--- src/rtl/ap_ctrl_txn_profiler.sv ---
// Cycle profiler for an ap_ctrl_hs kernel: one {id, latency, iters, stalls} record per transaction into a FWFT FIFO.
// Optional PROF_TIMESTAMP_EN appends the start-cycle timestamp as the LSB field.
module ap_ctrl_txn_profiler #(
  parameter int CNT_W      = 32,
  parameter int ID_W       = 8,
  parameter int FIFO_DEPTH = 4,
  parameter int DROP_W     = 16
) (
  input  logic              clock,
  input  logic              reset,
  input  logic              ap_start,
  input  logic              ap_ready,
  input  logic              ap_done,
  input  logic              ap_continue,
  input  logic              iter_start_enable,
  input  logic              iter_start_block,
  input  logic              finish,
  output logic              rec_valid,
  input  logic              rec_ready,
`ifdef PROF_TIMESTAMP_EN
  output logic [ID_W+4*CNT_W-1:0] rec_data,
`else
  output logic [ID_W+3*CNT_W-1:0] rec_data,
`endif
  output logic [DROP_W-1:0] drop_cnt,
  output logic              busy,
  output logic              finish_ack
);
`ifdef PROF_TIMESTAMP_EN
  localparam int REC_W = ID_W + 4*CNT_W;
`else
  localparam int REC_W = ID_W + 3*CNT_W;
`endif
  localparam int AW = $clog2(FIFO_DEPTH);

  typedef enum logic [1:0] {IDLE, RUN, WAIT_CONT, DRAIN} state_t;

  state_t           state, state_nxt;
  logic [CNT_W-1:0] latency, iter_count, stall_cycles;
  logic [CNT_W-1:0] lat_nxt, iter_nxt, stall_nxt;
  logic [ID_W-1:0]  txn_id;
  logic             push, pop, full, wr_en, drop;
  logic [REC_W-1:0] rec_nxt;
  logic [REC_W-1:0] mem [FIFO_DEPTH];
  logic [AW-1:0]    wr_ptr, rd_ptr;
  logic [AW:0]      cnt, cnt_nxt;
  logic             unused;

  assign unused = ap_ready;

`ifdef PROF_TIMESTAMP_EN
  logic [CNT_W-1:0] ts_cnt, ts_start, ts_nxt;
`endif

  always_comb begin
    state_nxt = state;
    lat_nxt   = latency;
    iter_nxt  = iter_count;
    stall_nxt = stall_cycles;
    push      = 1'b0;
`ifdef PROF_TIMESTAMP_EN
    ts_nxt    = ts_start;
`endif
    case (state)
      IDLE: begin
        if (finish) state_nxt = DRAIN;
        else if (ap_start) begin
          state_nxt = RUN;
          // latency spans start cycle up to, not including, the done cycle
          lat_nxt   = ap_done ? '0 : CNT_W'(1);
          iter_nxt  = '0;
          stall_nxt = '0;
`ifdef PROF_TIMESTAMP_EN
          ts_nxt    = ts_cnt;
`endif
          if (ap_done) begin
            if (ap_continue) begin
              push      = 1'b1;
              state_nxt = IDLE;
            end else state_nxt = WAIT_CONT;
          end
        end
      end
      RUN: begin
        if (iter_start_enable && !iter_start_block && !(&iter_count)) iter_nxt = iter_count + 1'b1;
        if (iter_start_enable && iter_start_block && !(&stall_cycles)) stall_nxt = stall_cycles + 1'b1;
        if (!ap_done) begin
          if (!(&latency)) lat_nxt = latency + 1'b1;
        end else if (ap_continue) begin
          push      = 1'b1;
          state_nxt = finish ? DRAIN : IDLE;
        end else state_nxt = WAIT_CONT;
      end
      WAIT_CONT: begin
        if (ap_continue) begin
          push      = 1'b1;
          state_nxt = finish ? DRAIN : IDLE;
        end
      end
      DRAIN: if (!finish) state_nxt = IDLE;
      default: state_nxt = IDLE;
    endcase
  end

`ifdef PROF_TIMESTAMP_EN
  assign rec_nxt = {txn_id, lat_nxt, iter_nxt, stall_nxt, ts_nxt};
`else
  assign rec_nxt = {txn_id, lat_nxt, iter_nxt, stall_nxt};
`endif

  assign rec_valid = (cnt != '0);
  assign rec_data  = rec_valid ? mem[rd_ptr] : '0;
  assign busy      = (state != IDLE);
  assign full      = (cnt == (AW+1)'(FIFO_DEPTH));
  assign pop       = rec_valid && rec_ready;
  // a full FIFO still accepts a push when the head leaves in the same cycle
  assign wr_en     = push && (!full || pop);
  assign drop      = push && full && !pop;
  assign cnt_nxt   = cnt + (AW+1)'(wr_en) - (AW+1)'(pop);

  always_ff @(posedge clock) begin
    if (reset) begin
      state        <= IDLE;
      latency      <= '0;
      iter_count   <= '0;
      stall_cycles <= '0;
      txn_id       <= '0;
      wr_ptr       <= '0;
      rd_ptr       <= '0;
      cnt          <= '0;
      drop_cnt     <= '0;
      finish_ack   <= 1'b0;
    end else begin
      state        <= state_nxt;
      latency      <= lat_nxt;
      iter_count   <= iter_nxt;
      stall_cycles <= stall_nxt;
      if (push) txn_id <= txn_id + 1'b1;
      if (wr_en) wr_ptr <= wr_ptr + 1'b1;
      if (pop) rd_ptr <= rd_ptr + 1'b1;
      cnt          <= cnt_nxt;
      if (drop && !(&drop_cnt)) drop_cnt <= drop_cnt + 1'b1;
      finish_ack   <= (state == DRAIN) && finish && (cnt_nxt == '0);
    end
  end

  always_ff @(posedge clock) begin
    if (wr_en) mem[wr_ptr] <= rec_nxt;
  end

`ifdef PROF_TIMESTAMP_EN
  always_ff @(posedge clock) begin
    if (reset) begin
      ts_cnt   <= '0;
      ts_start <= '0;
    end else begin
      ts_cnt   <= ts_cnt + 1'b1;
      ts_start <= ts_nxt;
    end
  end
`endif
endmodule

--- config.mk ---
export PLATFORM = sky130hd
export DESIGN_NAME = ap_ctrl_txn_profiler
export DESIGN_NICKNAME = d
export VERILOG_FILES = /design/src/rtl/ap_ctrl_txn_profiler.sv
export SDC_FILE = /design/constraint.sdc
export NUM_CORES = 1
export LEC_CHECK = 0
export BUFFER_PORTS_ARGS = -buffer_cell sky130_fd_sc_hd__buf_2
export CAP_MARGIN = 20
export CORE_ASPECT_RATIO = 0.6
export CORE_MARGIN = 2
export CORE_UTILIZATION = 65
export CTS_BUF_LIST = sky130_fd_sc_hd__clkbuf_8 sky130_fd_sc_hd__clkbuf_16
export CTS_CLUSTER_DIAMETER = 40
export DETAILED_ROUTE_END_ITERATION = 12
export PLACE_DENSITY = 0.84
export RECOVER_POWER = 50
export SLEW_MARGIN = 20
export SYNTH_ARGS = -nofsm -noshare
export SYNTH_HDL_FRONTEND = slang
export SYNTH_SLANG_ARGS = --single-unit
--- constraint.sdc ---
create_clock -name clock -period 13.6 [get_ports clock]
set_clock_uncertainty 0.15 [all_clocks]
set_input_delay 1.36 -clock clock [delete_from_list [all_inputs] [get_ports clock]]
set_output_delay 1.36 -clock clock [all_outputs]
set_load 0.01 [all_outputs]
; ---- Word-level counts from Yosys, hierarchy flattened
; Memories as Yosys holds them, arrays and structs flattened. A register that Yosys moved wholly into a read port is not among the register bits.
; Index checks and enable logic that the tools add are counted.
[totals]
n_memories = 1
ramBits = 416
input_bits = 10
ff_bits = 130
word_cells = 89
[classes]
add_sub_neg = 9
mux = 34
n_eq_ne = 8
n_reduce_logical = 27
[mem_list]
columns = memory, words, word_bits, rd, rd_ports_with_merged_regs, write_ports, line
row1 = mem, 4, 104, 1, 1, 1, 44  ; logic [REC_W-1:0] mem [FIFO_DEPTH];
[op_table]
columns = operator, count
row1 = 2-to-1 mux 32 bit, 10
row2 = case mux 32 bit (2 select lines), 3
row3 = 2-to-1 mux 104 bit, 1
row4 = adder 32 x 1 -> 32 bit (second input constant), 3
row5 = AND reduction 32 bit, 3
row6 = 2-to-1 mux 2 bit, 11
row7 = adder 16 x 1 -> 16 bit (second input constant), 1
row8 = AND reduction 16 bit, 1
row9 = logical AND 1 bit, 11
row10 = adder 8 x 1 -> 8 bit (second input constant), 1
row11 = case mux 2 bit (4 select lines), 1
row12 = 2-to-1 mux 1 bit, 7
row13 = zero test 1 bit, 6
row14 = != test 2 bit (second input constant), 3
row15 = adder 2 x 1 -> 2 bit (second input constant), 2
row16 = equality test 2 bit (second input constant), 2
row17 = AND reduction 4 bit, 1
row18 = adder 3 x 1 -> 3 bit, 1
row19 = equality test 3 bit (second input constant), 1
row20 = zero test 3 bit, 1
row21 = != test 3 bit (second input constant), 1
row22 = case mux 1 bit (3 select lines), 1
row23 = nonzero test 3 bit, 1
row24 = subtractor 3 x 1 -> 3 bit, 1
row25 = other kinds (4), 4

; ---- Longest topological paths before layout
; Gate-level depths: netlist of run 1.
[logic_depth]
ltp_word = 10
depth_mapped = 14
depth_no_buf = 11

; ---- Least setup slack after synthesis of run 1
; Ideal clock, no wire load.
[synth_timing]
path_type = input to register
from = input port ap_start
to = memory mem[0][0] in the netlist's numbering, enable pin
cell_stages = 7
path_buffers = 2
path_slack_ns = 7.998
arrival_time_ns = 4.977
path_cell_list = nor2b_1 > o21a_1 > o211a_1 > clkbuf_1 > nor2b_1 > clkbuf_1 > and2_1
[synth_via]
elab_chain_len = 6
[synth_rtl]
columns = item, line
row1 = "start, declared", 11  ; input logic ap_start,
row2 = 2-to-1 mux 1 bit, 67  ; else if (ap_start) begin
row3 = 2-to-1 mux 1 bit, 66  ; if (finish) state_nxt = DRAIN;
row4 = case mux 1 bit (3 select lines), 64  ; case (state)
row5 = logical AND 1 bit, 117  ; assign wr_en = push && (!full || pop);
row6 = 2-to-1 mux 1 bit, 148  ; if (wr_en) mem[wr_ptr] <= rec_nxt;
row7 = 2-to-1 mux 1 bit (implied by the code), 148
row8 = "end, declared", 44
; No other way between the ends.

; ---- Final worst setup path of run 1
[layout_timing]
from = input port reset
to = register state[0]
[layout_rtl]
columns = item, line
row1 = "start, declared", 10  ; input logic reset,
row2 = "end signal, assigned", 134  ; state <= state_nxt;
row3 = "end, declared", 38  ; state_t state, state_nxt;
; No word-level cell between the ends.

==> flow_metrics.tcl, run 1 <==
set metrics [dict create \
    power_density_nw_per_um2 162 \
    yosys_register_bits 548 \
    synth-seq-area-share_pct 66.0 \
    grt_pass1_wl_um 73500 \
    cts-hold-fix-buffers 0 \
    cap_violations 4 \
    avgSynthCellArea_um2 14.9 \
    via_per_inst 6.27 \
    syn_nets 1562 \
    path_delay_family "buffers and inverters" \
    critPathMaxStageDelay_ns 3.26 \
    finalCriticalPeriod_ns 6.31 \
    worstMarginPinSlew_ns 4.54 \
    path_clk_slew_ns 0.07 \
    rsz0062_at_grt "no" \
    yosys-top-cells-count "416 x edfxtp_1, 132 x dfxtp_1, 115 x and2_1" \
    nets 1678 \
    reg2reg_from "state[1]$_SDFFE_PP0P_" \
    synthCells 1540 \
    ctsResizeCount 0 \
    violations "max-capacitance violations, max-slew violations" \
    setup_ws_ns 7.29 \
    path_cells "clkbuf_1, clkbuf_1, a2111oi_0" \
    p_leak_nw 8.15 \
    pin_count 133 \
    firstDrtPassIters 5 \
    yosysMostFrequentCell "edfxtp_1" \
    timing.critical_path.buf_inv 2 \
    crit_fanout 90 \
    post_dp_cell_area_um2 24000 \
    initial_core_util_pct 65.7 \
    clock_latency_ns 0.57 \
    yosys_warnings 0 \
    hold_slack_ns 0.359 \
    async_flop_share_pct 0 \
    synth_area_um2 22900 \
    syn_to_final_growth_pct 11.5 \
    portBuffers 131 \
    synth_area_leader_cell "edfxtp_1" \
    fin_util_pct 73.2 \
    die_h_um 149 \
    endpoint "state[0]$_SDFFE_PP0P_" \
    final_max_slew_viol_count 244 \
    placed_cells 2071 \
    cp.required_ns 13.67 \
    clockBufferDepth 3 \
    die_area_um2 36800 \
    drt_wl_total_um 46500 \
    cp.depth 3 \
    clock-sinks 548 \
    worst-setup-path-type "primary input to register" \
    yosys-top-cells-area "edfxtp_1 55%, dfxtp_1 12%, mux4_2 10%, and2_1 3.1%, nor2b_1 2.6%" \
    vdd_drop_max_mv 0.157 \
    cts_max_level 2 \
    power.total_mw 4.14 \
    dp_slack_ns 8.47 \
    period_share_pct 46.4 \
    yosys_most_used_dff "edfxtp_1" \
    worstPathArrival_ns 6.38 \
    fp-row-count 53 \
    final_area_um2 25500 \
    grt_antenna_before_repair 3 \
    grt_overflow_total 0 \
    drc 0 \
    min_path_type "register to register" \
    hold_viol_final 0 \
    grt_usage_pct 25.8 \
    relSlewSlack_pct -203 \
    numCtsBuffers 50 \
    crit_path_start "reset" \
    hpwlAfterDp_um 28600 \
    synth_edf_count 416 \
    netlist-cell-type-count 68 \
    grt_pass1_vias 13300 \
    reg2reg_to "iter_count[3]$_SDFF_PP0_" \
    ant_nets 0 \
    gp_congestion 0.886 \
    status "finished, violations left" \
    cts_root_buf "clkbuf_16" \
    drive_gt1_share_pct 19.2 \
    fp.coreArea_um2 34900 \
    r2r_slack_ns 7.91 \
    wl_per_cell_um 21.5 \
    grt_start_max_net_pins 95 \
    crit_path_start_kind "primary input" \
    timing.critical_path.mode_cell "clkbuf_1" \
    cp-end-kind "register" \
    fmax_mhz 158 \
    dieWidth_um 246 \
    crit_slowest_cell "clkbuf_1" \
    cts_tree "yes" \
    fin_tns_setup_ns 0 \
    synth_top_area_share_pct 54.5 \
    drt-initial-drc-count 1308 \
    setup_viol 0 \
    cts_setup_buffers 0 \
    r2r_cells 7 \
    layout.cells.non_filler 2166 \
    vias 13600 \
]
==> report_power, final <==
group	internal (mW)	total, mW	switching (mW)
Clock	0.791	1.39	0.599
Combinational	0.416	0.860	0.444
Sequential	1.84	1.89	0.0505
==> worst register-to-register path: cells and delay by family, from the launching register on <==
kind	cells	cell delay, ns
AO/OA/AOI/OAI	3	1.30
buffers and inverters	2	0.53
flip-flops	1	0.64
AND/OR/NAND/NOR	2	2.95
==> worst min path at each step <==
stage	slack, ns	startpoint	depth (start not counted)	end
floorplan	0.32	iter_count[26]$_SDFF_PP0_	2	iter_count[26]$_SDFF_PP0_
global placement	0.33	iter_count[26]$_SDFF_PP0_	2	iter_count[26]$_SDFF_PP0_
detailed placement	0.35	iter_count[26]$_SDFF_PP0_	2	iter_count[26]$_SDFF_PP0_
CTS	0.36	iter_count[26]$_SDFF_PP0_	2	iter_count[26]$_SDFF_PP0_
global route	0.40	rd_ptr[1]$_SDFFE_PP0P_	2	rd_ptr[1]$_SDFFE_PP0P_
finish	0.36	iter_count[26]$_SDFF_PP0_	2	iter_count[26]$_SDFF_PP0_
==> logic make-up after synthesis <==
logic type | Yosys count | synth area share, %
compound gates | 112 | 3.57
xor+xnor | 26 | 0.994
fa+ha+maj | 12 | 0.688
buf+inv | 100 | 1.73
flops | 548 | 66.0
mux | 158 | 12.6
simple gates | 584 | 14.4
==> placed cells by master (no fill, tap or decap), types with 50 or more instances in the layout <==
cell / instances
mux2i_1: 54
nand4_1: 50
and2_1: 111
edfxtp_1: 416
clkbuf_16: 52
nor2_1: 67
nor2b_1: 94
dfxtp_1: 130
nand2_1: 99
buf_2: 111
mux4_2: 104
nand3_1: 51
==> sequential cells by signal (all words and copies together), names as in the netlist, named ones only <==
| signal | flops |
|---|---|
| wr_ptr | 2 |
| finish_ack | 1 |
| stall_cycles | 32 |
| iter_count | 32 |
| drop_cnt | 16 |
| state | 2 |
| mem | 416 |
| latency | 32 |
| txn_id | 8 |
| rd_ptr | 2 |
| cnt | 3 |
==> layout make-up <==
type | instances | area, µm²
well taps | 467 | 584
repair buffers | 144 | 717
flip-flops and latches | 548 | 15100
clock inverters | 37 | 279
inverters | 20 | 75.1
multi-input cells | 892 | 7390
fillers | 2180 | 9340
clock buffers | 56 | 1360
diodes | 2 | 5.00
==> metal layers <==
layer | GRT usage, % | wire length, µm | vias to the layer above
li1 | - | - | 6145
met4 | 6.93 | 769 | 0
met2 | 39.7 | 21700 | 582
met5 | 0 | 0 | -
met3 | 4.21 | 3550 | 60
met1 | 39.2 | 20500 | 6799
Power figures use the tool's default switching activity.
==> run 2, diff against run 1 <==
CORE_UTILIZATION = 61   (was 65)
PLACE_DENSITY = 0.8   (was 0.84)
clock period = 6 ns   (was 13.6 ns; I/O delays follow)
==> run 2 against run 1 <==
  * The run still ends with max-capacitance violations, max-slew violations left
  * Sequential share of layout area is essentially flat
  * Sequential power grew 130%
  * Combinational power is 130% higher
  * Global-route usage decreased by 1.2 points
  * Flip-flop and latch count unchanged
  * Power increased by 120%
  * Clock-buffer cell count down 4
  * Via count about the same
  * Critical path depth unchanged
  * Die area increased by 6.4%
  * First-iteration DRC count increased by 7.3%
  * Hold slack worse by 0.17 ns
  * Critical endpoint unchanged
  * Largest cell class unchanged
==> flow_metrics.tcl, run 2 (synthesis gave the netlist of run 1 again) <==
set metrics [dict create \
    portBuffers 131 \
    antennaDiodeCount 0 \
    ctsResizeCount 0 \
    die_area_um2 39200 \
    hold_viol_final 0 \
    nets 1677 \
    die_h_um 154 \
    vdd_drop_max_mv 0.266 \
    min_path_type "primary input to register" \
    final_common_cell "edfxtp_1" \
    cts_setup_buffers 0 \
    crit_fanout 82 \
    cts_max_level 2 \
    worst-setup-path-type "primary input to register" \
    power_density_nw_per_um2 362 \
    fin_tns_setup_ns 0 \
    grt_pass1_wl_um 74700 \
    relSlewSlack_pct -164 \
    via_per_inst 6.17 \
    hp-start "finish" \
    worstMarginPinSlew_ns 3.97 \
    fin_util_pct 69.6 \
    multi_input_area_um2 7390 \
    post_dp_cell_area_um2 24100 \
    clock-sinks 548 \
    syn_to_final_growth_pct 11.4 \
    violations "max-capacitance violations, max-slew violations" \
    regMostFlops "mem" \
    rsz0062_at_grt "no" \
    min_to "finish_ack$_SDFF_PP0_" \
    cts_tree "yes" \
    crit_path_start_kind "primary input" \
    numCtsBuffers 49 \
    hpwlAfterDp_um 28700 \
    reg2reg_from "cnt[1]$_SDFF_PP0_" \
    reg2reg_to "finish_ack$_SDFF_PP0_" \
    grt_overflow_total 0 \
    final_max_slew_viol_count 285 \
    grt_start_max_net_pins 107 \
    pwr-share-comb_pct 21.2 \
    p_clk_share_pct 32.5 \
    final_cell_mix "416 x edfxtp_1, 130 x dfxtp_1, 104 x mux4_2, 99 x nand2_1, 95 x buf_2" \
    fp-row-count 54 \
    hold_depth 2 \
    worstPathArrival_ns 4.85 \
    vias 13600 \
    fmax_mhz 217 \
    drc 0 \
    gp_congestion 0.934 \
    dieWidth_um 254 \
    final_area_um2 25500 \
    largest_register_ffs 416 \
    ant_nets 0 \
    pin_count 133 \
    power.switching_mw 2.50 \
    netSwitchingFraction_pct 27.0 \
    r2r_slack_ns 1.62 \
    status "finished, violations left" \
    clock_latency_ns 0.57 \
    p_leak_nw 8.04 \
    cts-hold-fix-buffers 0 \
    grt_antenna_before_repair 1 \
    initial_core_util_pct 62.5 \
    grt_usage_pct 24.6 \
    fp.coreArea_um2 36700 \
    clockBufferDepth 3 \
    internal_power_mw 6.75 \
    finalCriticalPeriod_ns 4.61 \
    r2r_cells 12 \
    layout.cells.non_filler 2200 \
    placed_cells 2108 \
    drt-initial-drc-count 1404 \
    setup_viol 0 \
    cap_violations 3 \
    period_share_pct 76.9 \
    drive_gt1_share_pct 18.2 \
    cp-end-kind "register" \
    power_frac_seq_pct 46.4 \
    regArea_um2 15100 \
    fillers 2423 \
    path_clk_slew_ns 0.07 \
    firstDrtPassIters 8 \
    drt_wl_total_um 47400 \
    cp.required_ns 6.24 \
    wl_per_cell_um 21.6 \
    cts_root_buf "clkbuf_16" \
    grt_pass1_vias 13000 \
]
==> run 2: changes by cell type in the layout (fill, tap and decap cells not counted), moves of 3 or more <==
| cell | previous run | this run |
|---|---|---|
| and2_0 | 0 | 18 |
| and2_1 | 111 | 93 |
| buf_2 | 111 | 95 |
| clkbuf_1 | 23 | 36 |
| clkinv_1 | 8 | 15 |
| buf_12 | 0 | 4 |
| buf_4 | 10 | 7 |
| clkbuf_8 | 4 | 1 |
| inv_1 | 35 | 32 |
==> run 2: per-stage QoR <==
stage,hold WS (ns),worst slack [ns],total power [mW]
4_1_cts,0.164,2.17,9.36
2_1_floorplan,0.321,1.16,5.68
5_1_grt,0.194,1.05,9.66
3_5_place_dp,0.346,2.04,6.39
3_3_place_gp,0.338,2.10,6.35
6_report,0.188,1.39,9.26
==> run 2: routing by layer <==
layer / wire [µm] / vias up / track usage [%]
met5: 0 / - / 0
met4: 698 / 0 / 5.55
met3: 3820 / 62 / 3.81
met2: 21400 / 594 / 36.5
met1: 21500 / 6780 / 38.9
li1: - / 6139 / -
==> run 2: critical path, cell delays in order <==
cell	delay, ns
clkbuf_1	2.73
clkbuf_2	1.25
a2111oi_0	0.16
==> run 2: cell type report <==
class | count | area share [%]
clock buffer | 52 | 5.05
clock inverter | 40 | 0.995
inverter | 20 | 0.294
multi-input combinational | 892 | 28.9
sequential | 548 | 59.3
tap | 504 | 2.47
timing repair buffer | 144 | 2.95
==> run 2: power by group through the flow <==
stage          Sequential (mW)  Combinational [mW]  Clock (mW)
2_1_floorplan             4.29                1.39           0
3_3_place_gp              4.37                1.99           0
3_5_place_dp              4.38                2.01           0
4_1_cts                   4.30                2.02        3.05
5_1_grt                   4.31                2.15        3.19
6_report                  4.29                1.96        3.00
==> run 2: worst max-delay path by stage <==
stage                     startpoint               endpoint  depth (start not counted)
after floorplan             ap_start    mem[0][0]$_DFFE_PP_                          7
after global placement        finish   mem[3][63]$_DFFE_PP_                          7
after detailed placement      finish   mem[3][69]$_DFFE_PP_                          7
after CTS                   register           rec_data[65]                          4
after global routing           reset  state[0]$_SDFFE_PP0P_                          3
final                          reset  state[0]$_SDFFE_PP0P_                          3
